===== config.mk =====
export PLATFORM = sky130hd
export DESIGN_NAME = fetch_unit
export DESIGN_NICKNAME = d
export VERILOG_FILES = /design/src/rtl/fetch_unit.sv
export SDC_FILE = /design/constraint.sdc
export NUM_CORES = 1
export LEC_CHECK = 0
export ABC_AREA = 1
export CORE_ASPECT_RATIO = 1.25
export CORE_UTILIZATION = 51
export DETAILED_ROUTE_END_ITERATION = 16
export HOLD_SLACK_MARGIN = 0.08
export PLACE_DENSITY = 0.83
export SYNTH_ARGS = -nofsm -noshare
export SYNTH_HDL_FRONTEND = slang
export SYNTH_SLANG_ARGS = --single-unit

===== constraint.sdc =====
create_clock -name clk -period 8.7 [get_ports clk]
set_clock_uncertainty 0.05 [all_clocks]
set_input_delay 1.74 -clock clk [delete_from_list [all_inputs] [get_ports clk]]
set_output_delay 1.74 -clock clk [all_outputs]
set_load 0.01 [all_outputs]

===== src/rtl/fetch_unit.sv =====
// Instruction fetch front end: PC register, async instruction-memory read, and a 2-entry {pc, instr} buffer toward decode.
// Optional macro FETCH_MISALIGN_TRAP_EN: misaligned redirects raise a sticky misalign flag and halt fetch.
module fetch_unit #(
  parameter int unsigned DATA_WIDTH = 32,
  parameter int unsigned MEM_DEPTH  = 1024,
  parameter logic [31:0] RESET_PC   = 32'h0000_0000
) (
  input  logic                         clk,
  input  logic                         rst,
  output logic [$clog2(MEM_DEPTH)-1:0] iaddr,
  input  logic [DATA_WIDTH-1:0]        idata,
  input  logic                         redirect_valid,
  input  logic [31:0]                  redirect_pc,
  output logic                         out_valid,
  input  logic                         out_ready,
  output logic [DATA_WIDTH-1:0]        out_instr,
  output logic [31:0]                  out_pc,
  output logic                         misalign
);

  localparam int unsigned AW = $clog2(MEM_DEPTH);

  logic [31:0]           r_pc;
  logic [1:0]            r_count;
  logic                  r_rd;
  logic                  r_wr;
  logic                  r_misalign;
  logic [31:0]           r_ent_pc    [2];
  logic [DATA_WIDTH-1:0] r_ent_instr [2];

  logic [31:0] w_pc_nxt;
  logic [1:0]  w_count_nxt;
  logic        w_rd_nxt;
  logic        w_wr_nxt;
  logic        w_mis_nxt;
  logic        w_pop;
  logic        w_push;
  logic        w_halt;
  logic        w_redir_mis;

`ifdef FETCH_MISALIGN_TRAP_EN
  assign w_redir_mis = |redirect_pc[1:0];
  assign w_halt      = r_misalign;
`else
  // Low redirect bits are discarded when trapping is disabled.
  logic w_unused_lsbs;
  assign w_unused_lsbs = ^redirect_pc[1:0];
  assign w_redir_mis   = 1'b0;
  assign w_halt        = 1'b0;
`endif

  assign iaddr     = r_pc[AW+1:2];
  assign out_valid = (r_count != 2'd0);
  assign out_instr = out_valid ? r_ent_instr[r_rd] : '0;
  assign out_pc    = out_valid ? r_ent_pc[r_rd] : 32'd0;
  assign misalign  = r_misalign;

  assign w_pop  = out_valid && out_ready;
  assign w_push = !redirect_valid && !w_halt && ((r_count != 2'd2) || w_pop);

  // Next-state: redirect flushes and reloads, otherwise push/pop the buffer.
  always_comb begin
    w_pc_nxt    = r_pc;
    w_count_nxt = r_count;
    w_rd_nxt    = r_rd;
    w_wr_nxt    = r_wr;
    w_mis_nxt   = r_misalign;
    if (redirect_valid) begin
      w_pc_nxt    = {redirect_pc[31:2], 2'b00};
      w_count_nxt = 2'd0;
      w_rd_nxt    = 1'b0;
      w_wr_nxt    = 1'b0;
      w_mis_nxt   = w_redir_mis;
    end else begin
      if (w_push) begin
        w_pc_nxt = r_pc + 32'd4;
        w_wr_nxt = ~r_wr;
      end
      if (w_pop) begin
        w_rd_nxt = ~r_rd;
      end
      case ({w_push, w_pop})
        2'b10:   w_count_nxt = r_count + 2'd1;
        2'b01:   w_count_nxt = r_count - 2'd1;
        default: w_count_nxt = r_count;
      endcase
    end
  end

  always_ff @(posedge clk) begin
    if (rst) begin
      r_pc       <= RESET_PC;
      r_count    <= 2'd0;
      r_rd       <= 1'b0;
      r_wr       <= 1'b0;
      r_misalign <= 1'b0;
    end else begin
      r_pc       <= w_pc_nxt;
      r_count    <= w_count_nxt;
      r_rd       <= w_rd_nxt;
      r_wr       <= w_wr_nxt;
      r_misalign <= w_mis_nxt;
    end
  end

  // Buffer payload needs no reset; out_* are masked while empty.
  always_ff @(posedge clk) begin
    if (!rst && w_push) begin
      r_ent_pc[r_wr]    <= r_pc;
      r_ent_instr[r_wr] <= idata;
    end
  end

endmodule

==> impl_metrics.json <==
{
  "status": "finished, final reports clean",
  "arrival_ps": 2870,
  "floorplan.initialDensity_pct": 52.6,
  "grtUsageMet3_pct": 4.98,
  "cts_buffers": 17,
  "cp_slowest_stage_delay_ps": 860,
  "grt.total_usage_pct": 23.2,
  "vias_per_cell": 5.44,
  "port_buffers": 138,
  "syn_area_mm2": 0.00699,
  "io_pins": 144,
  "grt_pass1_vias": 5317,
  "grt_max_degree": 65,
  "fin_cells": 1021,
  "slew_headroom_pct": 18.9,
  "drive_above_1_share_pct": 7.06,
  "ir_drop_mv": 0.111,
  "hold_viol": 0,
  "final_area_mm2": 0.00905,
  "syn_to_final_growth_pct": 29.5,
  "sw_frac_of_total_pct": 21.5,
  "post_cts_buffers": 0,
  "dp_hpwl_mm": 10.2,
  "synth_top_area_cell": "edfxtp_1",
  "coreArea_mm2": 0.0133,
  "switching_power_w": 0.000398,
  "max_freq_mhz": 215,
  "drtAntennaViolNets": 0,
  "die_h_um": 133,
  "worst_slew_pin_slew_ps": 1210,
  "grt_pass1_wl_mm": 25.3,
  "hold_depth": 1,
  "setup_viol": 0,
  "wl_per_cell_um": 15.8,
  "synth_area_leaders": "edfxtp_1, nand2_1, dfxtp_1",
  "synth.avg_cell_area_um2": 9.72,
  "routed_wl_mm": 16.1,
  "synth_cells": 719,
  "period_share_pct": 53.5,
  "grt.met2_usage_pct": 41.9,
  "first_pass_iters": 5,
  "worstPathMaxFanout": 63,
  "insertion_delay_ps": 410,
  "placedCellCount": 989,
  "drc_errors": 0,
  "worstHoldPathType": "register to register",
  "via_count": 5554,
  "crit_path_start_kind": "register",
  "yosysSeqAreaShare_pct": 63.3,
  "critPathKind": "register to output pin",
  "drv_cap": 0,
  "cp_num_cells": 5,
  "ys_warn_count": 0,
  "r2r_cells": 6,
  "clock_path_buffers": 2,
  "path_clk_slew_ps": 60,
  "required_ps": 6910,
  "period_needed_ps": 4660,
  "power.density_mw_per_mm2": 205,
  "synth_top_area_share_pct": 53.3,
  "p_int_w": 0.00146,
  "drv_slew": 0,
  "p_clk_share_pct": 44.3,
  "diodes": 0,
  "dr.first_iter.drc_count": 379,
  "cts_tree": "built",
  "rows": 47,
  "crit_family": "buffers and inverters",
  "critPathBufInv": 3,
  "clock-sinks": 159,
  "clockRootBuffer": "clkbuf_16",
  "placed_cell_area_mm2": 0.00839,
  "endpoint_kind": "output pin",
  "dieArea_mm2": 0.0142,
  "cts_resized": 0,
  "fin_nets": 907,
  "grt-busiest-layer": "met2",
  "grt_antenna_before_repair": 0,
  "rsz0062_at_grt": "no",
  "ys_types": 35,
  "comb_power_share_pct": 8.7,
  "worstPathCellList": "buf_4 -> inv_2 -> nand2_1 -> a21oi_1 -> clkdlybuf4s50_1",
  "hold_buffers": 0,
  "place_congestion": 0.924,
  "seqPwrFrac_pct": 47.0,
  "synth-seq-cells": 159,
  "h-tree-depth": 4,
  "fp.dieW_um": 107,
  "grt_overflow": 0,
  "gr-usage-met1_pct": 25.8,
  "fin_ws_ps": 4040,
  "leakagePower_nw": 3.17,
  "critPathSlowestCell": "inv_2",
  "fin_tns_setup_ps": 0,
  "place_ws_ps": 3980
}
sequential cells by signal, summed over array words and instances (netlist names), named ones only:
name	count
r_ent_instr	64
r_rd	1
r_pc	30
r_wr	1
r_count	2
r_ent_pc	60
Yosys cell counts (all sizes together):
cell and n:
xor2 3, a22oi 6, and2 2, a21oi 94
nor2 55, buf 23, nand3b 1, nand4 2
conb 1, o21bai 1, ha 2, nor3 4
or2 1, nand3 34, o21a 1, nand2 235
xnor2 1, inv 40, dfxtp 35, or3 1
edfxtp 124, and3 1, a31oi 10, o21ai 19
clkbuf 23
per-layer routing:
layer	wire length, µm	part of all wire [%]
met5	0	0
met4	348	2.2
met3	1240	7.7
met2	8430	52
met1	6090	38
layout by cell type (no fill, tap or decap), types with 4 or more instances in the layout:
master / count
a21oi_1: 94
a22oi_1: 6
a31oi_1: 10
buf_4: 5
bufinv_16: 5
clkbuf_16: 17
clkdlybuf4s50_1: 138
clkinvlp_4: 4
dfxtp_1: 34
edfxtp_1: 124
inv_1: 36
inv_2: 4
nand2_1: 231
nand3_1: 33
nor2_1: 44
nor2_2: 4
nor2_4: 7
o21ai_0: 18
worst paths after layout:
kind / start / endpoint / slack [ps]
max: register / out_pc[11] / 4040
min: r_rd$_SDFFE_PP0P_ / register / 390
max reg2reg: r_count[1]$_SDFFE_PP0P_ / r_pc[23]$_SDFFE_PP0P_ / 6420
min reg2reg: r_rd$_SDFFE_PP0P_ / register / 390
per-stage QoR:
stage	power [W]	hold WS [ps]	utilization, %
2_1_floorplan	0.000964	375	-
3_3_place_gp	0.00104	375	63.1
3_5_place_dp	0.00105	389	63.1
4_1_cts	0.00186	400	68.1
5_1_grt	0.00191	441	68.1
6_report	0.00186	392	68.1
power by group through the flow:
stage,Combinational (W),Clock (W),Sequential (W)
after floorplan,0.0000807,0,0.000883
after global placement,0.000158,0,0.000886
after detailed placement,0.000161,0,0.000888
after CTS,0.000163,0.000829,0.000872
after global routing,0.000175,0.000857,0.000875
final,0.000161,0.000822,0.000872
logic make-up (layout without fill, tap and decap cells):
kind of cell | after synthesis | count (layout) | synth area share [%]
other | 1 | 3 | 0.0537
AOI/OAI and AO/OA | 131 | 131 | 9.85
xor gates and xnor gates | 4 | 4 | 0.501
and+or+nand+nor | 336 | 336 | 20.1
adders and majority gates | 2 | 2 | 0.358
buffers and inverters | 86 | 215 | 5.80
DFF | 159 | 159 | 63.3
cell type report:
type,instances,area (µm²)
flip-flops and latches,159,4430
clock inverters,12,206
repair buffers,143,1420
well taps,171,214
clock buffers,20,457
fillers,1015,4240
multi-input cells,476,2180
inverters,40,150
No activity file was read; power rests on OpenSTA's default activity.
